<file path="config.mk">
export PLATFORM = sky130hd
export DESIGN_NAME = pipe_stage_ctrl
export DESIGN_NICKNAME = d
export VERILOG_FILES = /design/src/rtl/pipe_ctrl_pkg.sv /design/src/rtl/sat_counter.sv /design/src/rtl/pipe_stage_ctrl.sv
export SDC_FILE = /design/constraint.sdc
export NUM_CORES = 1
export LEC_CHECK = 0
export ABC_AREA = 1
export BUFFER_PORTS_ARGS = -buffer_cell sky130_fd_sc_hd__buf_2
export CORE_ASPECT_RATIO = 0.7
export CORE_MARGIN = 2
export CORE_UTILIZATION = 58
export DETAILED_ROUTE_END_ITERATION = 10
export GPL_ROUTABILITY_DRIVEN = 1
export PLACE_DENSITY_LB_ADDON = 0.08
export SYNTH_ARGS = -nofsm -noshare
export SYNTH_HDL_FRONTEND = slang
export SYNTH_SLANG_ARGS = --single-unit
</file>
<file path="constraint.sdc">
create_clock -name clk -period 3.3 [get_ports clk]
set_input_delay 0.33 -clock clk [delete_from_list [all_inputs] [get_ports clk]]
set_output_delay 0.33 -clock clk [all_outputs]
set_load 0.03 [all_outputs]
</file>
<file path="src/rtl/pipe_ctrl_pkg.sv">
// Shared types and parameter bounds for the pipeline stage controller.
// Holds the sequencer state enum and the legal ranges of the stage parameters.
package pipe_ctrl_pkg;

  typedef enum logic [1:0] {
    RUN   = 2'd0,
    DRAIN = 2'd1,
    HALT  = 2'd2
  } state_t;

  localparam int STAGES_MIN    = 2;
  localparam int STAGES_MAX    = 8;
  localparam int HAZ_STAGE_MIN = 1;

endpackage

</file>
<file path="src/rtl/sat_counter.sv">
// Saturating event counter: counts inc cycles and sticks at all ones.
// Latency: count reflects an inc on the following cycle. clear has priority over inc.
module sat_counter #(
  parameter int W = 16
) (
  input  logic         clk,
  input  logic         rst,
  input  logic         inc,
  input  logic         clear,
  output logic [W-1:0] count
);

  // Count up until every bit is set, then hold
  always_ff @(posedge clk or posedge rst) begin
    if (rst) begin
      count <= '0;
    end else if (clear) begin
      count <= '0;
    end else if (inc && (count != {W{1'b1}})) begin
      count <= count + 1'b1;
    end
  end

endmodule

</file>
<file path="src/rtl/pipe_stage_ctrl.sv">
// Valid/stall/flush sequencer driving the load enables of a register pipeline.
// Latency: a word accepted at edge t reaches the last stage after edge t+STAGES-1.
// Backpressure: out_ready ripples combinationally back through the move chain to in_ready.
module pipe_stage_ctrl
  import pipe_ctrl_pkg::*;
#(
  parameter int STAGES    = 4,
  parameter int HAZ_STAGE = 1,
  parameter int CNT_W     = 16
) (
  input  logic              clk,
  input  logic              rst,
  input  logic              in_valid,
  output logic              in_ready,
  output logic              out_valid,
  input  logic              out_ready,
  input  logic              hazard,
  input  logic              flush,
  input  logic              drain_req,
  input  logic              resume,
  output logic [STAGES-1:0] stage_en,
  output logic [STAGES-1:0] stage_valid,
  output logic              drain_done,
  output logic              halted,
  output logic [CNT_W-1:0]  stall_cnt,
  output logic [CNT_W-1:0]  flush_cnt
);

  state_t            state;
  logic [STAGES-1:0] v;
  logic [STAGES-1:0] mv;
  logic [STAGES-1:0] v_src;
  logic [STAGES-1:0] v_nxt;
  logic              hz_raw;
  logic              hz;
  logic              accept;
  logic              stall;

  // A hazard only matters when the stage feeding the bubble slot holds a word;
  // a flush wipes everything anyway, so it masks the hazard.
  assign hz_raw = hazard & v[HAZ_STAGE-1];
  assign hz     = hz_raw & ~flush;

  // A stage may move when it is empty or the stage after it moves
  always_comb begin
    mv = '0;
    mv[STAGES-1] = ~v[STAGES-1] | out_ready;
    for (int i = STAGES - 2; i >= 0; i--) begin
      mv[i] = ~v[i] | mv[i+1];
    end
  end

  assign in_ready = (state == RUN) & ~flush & ~hz & mv[0];
  assign accept   = in_valid & in_ready;

  // Each stage loads from the one before it; stage 0 loads the accepted input
  assign v_src = {v[STAGES-2:0], accept};

  // Enables and next valid bits, with flush over hazard over normal movement
  always_comb begin
    stage_en = '0;
    v_nxt    = v;
    for (int i = 0; i < STAGES; i++) begin
      if (flush) begin
        stage_en[i] = 1'b1;
        v_nxt[i]    = 1'b0;
      end else if (hz && (i < HAZ_STAGE)) begin
        stage_en[i] = 1'b0;
      end else begin
        stage_en[i] = mv[i];
        if (mv[i]) begin
          v_nxt[i] = (hz && (i == HAZ_STAGE)) ? 1'b0 : v_src[i];
        end
      end
    end
  end

  // Per-stage valid bits
  always_ff @(posedge clk or posedge rst) begin
    if (rst) begin
      v <= '0;
    end else begin
      v <= v_nxt;
    end
  end

  // RUN/DRAIN/HALT sequencing; drain_done is a registered pulse on entry to HALT
  always_ff @(posedge clk or posedge rst) begin
    if (rst) begin
      state      <= RUN;
      drain_done <= 1'b0;
    end else begin
      drain_done <= 1'b0;
      case (state)
        RUN: begin
          if (drain_req) state <= DRAIN;
        end
        DRAIN: begin
          if (v == '0) begin
            state      <= HALT;
            drain_done <= 1'b1;
          end
        end
        HALT: begin
          if (resume) state <= RUN;
        end
        default: state <= RUN;
      endcase
    end
  end

  assign stage_valid = v;
  assign out_valid   = v[STAGES-1];
  assign halted      = (state == HALT);

  // A flush cycle moves every stage, so it is never counted as a stall
  assign stall = ~flush & ((v[STAGES-1] & ~out_ready) | hz_raw);

  sat_counter #(.W(CNT_W)) u_stall_cnt (
    .clk   (clk),
    .rst   (rst),
    .inc   (stall),
    .clear (1'b0),
    .count (stall_cnt)
  );

  sat_counter #(.W(CNT_W)) u_flush_cnt (
    .clk   (clk),
    .rst   (rst),
    .inc   (flush),
    .clear (1'b0),
    .count (flush_cnt)
  );

endmodule
</file>
Yosys cells after proc, flatten, opt, wreduce, memory -nomap -nowiden
Index checks and enable logic that the tools add are counted.
Storage, ports and cells
  output and inout port bits: 44
  register bits: 39
  bits of input ports: 8
Cells by class
  eq/ne operators: 8
  add/sub/neg operators: 2
  bitwise operators: 20
  reduce and logical (&&, ||, !) cells: 10
  multiplexer cells: 21
Operator list (number)
  adder 16 x 1 -> 16 bit, second input constant: 2
  != test 16 bit, second input constant: 2
  two-way mux 1 bit: 17
  bitwise AND 1 bit: 8
  != test 2 bit, second input constant: 4
  nonzero test 2 bit: 4
  NOT 1 bit: 7
  two-way mux 2 bit: 3
  case mux 2 bit (3 select lines): 1
  OR 1 bit: 5
  logical NOT 4 bit: 1
  AND reduction 3 bit: 1
  == test 2 x 1 -> 1 bit, second input constant: 1
  == test 2 bit, second input constant: 1
  logical AND 1 bit: 2
  logical NOT 2 bit: 1
  AND reduction 2 bit: 1

Longest topological paths before layout
  word-level depth: 10
  gate-level depth with buffers: 10
  depth with buffers taken out: 9

By module
Synthesis repeated with hierarchy kept, for this count alone.
Second synthesis, totals
  cell total of the unflattened synthesis: 367
  area total of the unflattened synthesis: 2551.2 µm²
By module, submodules not included
  sat_counter: times used 2, sequential area each 400.4 µm², area an instance 1083.5 µm², cells an instance 159
  pipe_stage_ctrl: times used 1, sequential area each 175.2 µm², area an instance 384.1 µm², cells an instance 49

Worst setup path before layout
Ideal clock, no wire load.
  path type: register to register
  from: register u_flush_cnt.count[0]
  to: register u_flush_cnt.count[12]
  arrival: 1565 ps
  path buffers: 1
  library setup time: 117 ps
  stages on the path, launching flop included: 10
  slack: 1618 ps
  period minus slack after synthesis: 1682 ps
  cell sequence: dfrtp_1 > ha_1 > inv_1 > nor2_2 > nand2_2 > nor2_4 > nor2_4 > buf_6 > nand3b_2 > nand2_1
Between the ends
  cells in the longest elaborated chain, start to end: 2
  elaborated cells between the ends (all ways): 3
  classes of those cells: 1 x add/sub; 1 x eq/ne; 1 x reduce/logical
Ends and longest elaborated chain
  from (decl): line sat_counter.sv:10  | output logic [W-1:0] count
  from (signal assigned): line sat_counter.sv:20  | count <= count + 1'b1;
  branches (longest 2 deep; another with adder 16 x 1 -> 16 bit)
Several ways; the timed one is not identified.
A chain may end at the register's enable or synchronous reset.

Worst setup path in the final report
  from: register u_flush_cnt.count[0]
  to: register u_flush_cnt.count[2]
The elaborated chain is that of the path after synthesis.

==> summary.txt <==
Run status
  • Status: completed

STA
  • Worst hold margin: 125.0 ps
  • Setup WS post-layout: 1403 ps
  • Final hold vios: 0
  • Maximum clock rate: ~530 MHz
  • Setup_tns: 0 ps
  • Clk_skew: 6.476 ps
  • RSZ-0062 raised after global routing: no
  • Ratio of final minimum period to clock period: between 50% and 60%
  • Slew HR: 61.92%
  • Minimum clock period: between 1500 and 2000 ps
  • Final Max Slew Viols: 0
  • Setup-failing EPs final: 0
  • Slew @ Worst Pin: ~570 ps

Die
  • # IOs: 52
  • Chip height: roughly 58 um
  • Core Area: 3946 um^2
  • Initial Util: approximately three fifths
  • Full die area: between 4000 and 5000 um^2
  • # rows: 19
  • Die W: 80.74 um

GRT
  • Grt ovf: 0
  • Largest net degree at the start of global routing: 40
  • Vias in the first global route: 1910
  • Initial antenna violation count: 0
  • Tot GR Track Use: 25.51%
  • Global-route wire length before repair: 9066 um

Cells and area
  • Multi-input gate area: 1244 um^2
  • Share of cells above drive strength 1: approximately a quarter
  • Layout fillers: 337
  • Inserted Diodes: 0
  • Sequential Area: 975.9 um^2
  • Final #Nets: 391
  • Layout area overhead: 16.59%

CTS
  • CTS HTree Levels: 2
  • CTS root buffer: clkbuf_8
  • CTS Sinks: 39
  • Post-cts resize count: 0
  • TritonCTS buffer count: 5
  • Max clock buf depth: 2
  • Worst-skew pair later-pin latency: approximately 300 ps
  • CTS tree: yes
  • Post-CTS Repair Setup Buffers: 0
  • Worst-path clk slew: 80 ps
  • Cts hold-fix bufs: 0

Yosys
  • Avg Synthesized Cell Area: 7.312 um^2
  • Post-synth net total: 337
  • Sequential cell area fraction in the yosys report: 40.82%
  • Number of synthesized register bits: 39
  • Number of synthesized flops with an enable pin: 0
  • Yosys Warn Count: 0
  • Top FF cell, synth: dfrtp_1
  • Synth unique cells: 30
  • Post-Syn Area: ~2400 um^2
  • Mapped Cells: 327
  • Asr flop ratio synth: 100.0%

Worst setup path
  • CP max FO: 11
  • CP Data Arrival Time: 2120 ps
  • Crit path required time: 3530 ps
  • Cells on worst reg2reg path: 7
  • CP Capture Type: register
  • Critical path class: register to register
  • Crit path launch type: register

Drt
  • Drt initial violations: 122
  • TritonRoute pass-1 iters: 4
  • # DRC: 0
  • Post-DRT Antenna Nets: 0
  • Vias per cell: roughly 5.2
  • Vias: around 2.2k
  • Avg WL per Cell: approximately 13 um
  • Final WL: 5510 um

Job
  • Max_cap viols: 0

Placement
  • Hpwl dp: 4022 um
  • GP Congestion: 0.9151
  • Place WS: 1472 ps
  • Port bufs: 51

Min path
  • Hold WC Path Type: primary input to async pin

Power
  • Max rail drop VDD: roughly 0.55 mV
  • LEAKAGE: around 1.4 nW
  • PwrDens: 561.0 nW/um^2
-- metrics by stage --
| stage | cells | cell area [um^2] | power [mW] | utilization (%) |
|---|---|---|---|---|
| CTS | 434 | 2788 | 1.565 | 70.64 |
| finish | 434 | 2788 | 1.564 | 70.64 |
| floorplan | 327 | 2391 | 1.010 | - |
| detailed placement | 426 | 2670 | 1.145 | 67.66 |
| global placement | 426 | 2670 | 1.136 | 67.66 |
| global route | 434 | 2788 | 1.646 | 70.64 |
-- sequential cells by signal, summed over array words and instances (netlist names) --
| name | count |
|---|---|
| drain_done | 1 |
| stage_valid | 4 |
| state | 2 |
| u_flush_cnt.count | 16 |
| u_stall_cnt.count | 16 |
-- cells in the mapped netlist, drive strengths merged, types with 2 or more instances --
library cell | count | area [um^2]
nand2 | 137 | 549.3
nor2 | 40 | 177.7
dfrtp | 39 | 975.9
inv | 32 | 122.6
nand3 | 19 | 112.6
o21ai | 16 | 106.4
nand4 | 15 | 93.84
xnor2 | 11 | 96.34
buf | 5 | 48.79
ha | 2 | 25.02
nand3b | 2 | 18.77
nor3 | 2 | 10.01
xor2 | 2 | 17.52
-- path summary, 6_finish.rpt --
path	to	from	slack, ps
max	u_flush_cnt.count[2]	u_flush_cnt.count[0]	1400
min	drain_done	rst	130
max reg2reg	u_flush_cnt.count[2]	u_flush_cnt.count[0]	1400
min reg2reg	state[0]	state[1]	540
max in group asynchronous	u_flush_cnt.count[4]	rst	2800
min in group clk	stage_valid[0]	in_valid	220
-- layout by cell type, fill, tap and decap left out, types with 2 or more instances in the layout --
| master | n |
|---|---|
| nand2_1 | 129 |
| buf_2 | 51 |
| dfrtp_1 | 39 |
| nor2_1 | 33 |
| inv_1 | 29 |
| nand3_1 | 17 |
| nand4_1 | 15 |
| xnor2_1 | 11 |
| o21ai_0 | 7 |
| o21ai_2 | 7 |
| clkbuf_8 | 6 |
| nor2_2 | 5 |
| nand2_2 | 5 |
| nand2_4 | 3 |
| inv_2 | 2 |
| o21ai_1 | 2 |
| nor2_4 | 2 |
| xor2_1 | 2 |
| nor3_1 | 2 |
| ha_1 | 2 |
-- worst max-delay path, stage by stage, from the launching register on --
cell and delay [ps]:
dfrtp_1 450, ha_1 310, inv_1 80, nor2_2 160
nand2_2 110, o21ai_2 490, nand2_1 140, o21ai_2 90
-- layout make-up --
cell class | instances | share of cell area [%]
timing repair buffer | 52 | 9.426
tap | 52 | 2.334
sequential | 39 | 35.01
clock inverter | 2 | 1.257
multi-input combinational | 251 | 44.61
inverter | 32 | 4.399
clock buffer | 6 | 2.962
-- kinds of logic (layout without fill, tap and decap cells) --
group | count (synthesis) | in the layout | share of synthesized area [%]
and+or+nand+nor | 216 | 216 | 40.50
adders and majority gates | 2 | 2 | 1.046
xor gates and xnor gates | 13 | 13 | 4.762
DFF | 39 | 39 | 40.82
AOI/OAI and AO/OA | 20 | 20 | 5.704
buffers and inverters | 37 | 92 | 7.169
-- per-layer routing --
layer	GRT usage, %	share of wire, %
met1	41.00	53
met2	34.17	40
met3	5.296	5.6
met4	7.990	1.3
met5	0	0
-- power by group --
part	leakage, nW	total (mW)	switching (mW)	internal [mW]
Clock	0.0612	0.424	0.179	0.245
Sequential	0.528	0.655	0.104	0.551
Combinational	0.779	0.485	0.333	0.151
No activity file was read; power rests on OpenSTA's default activity.
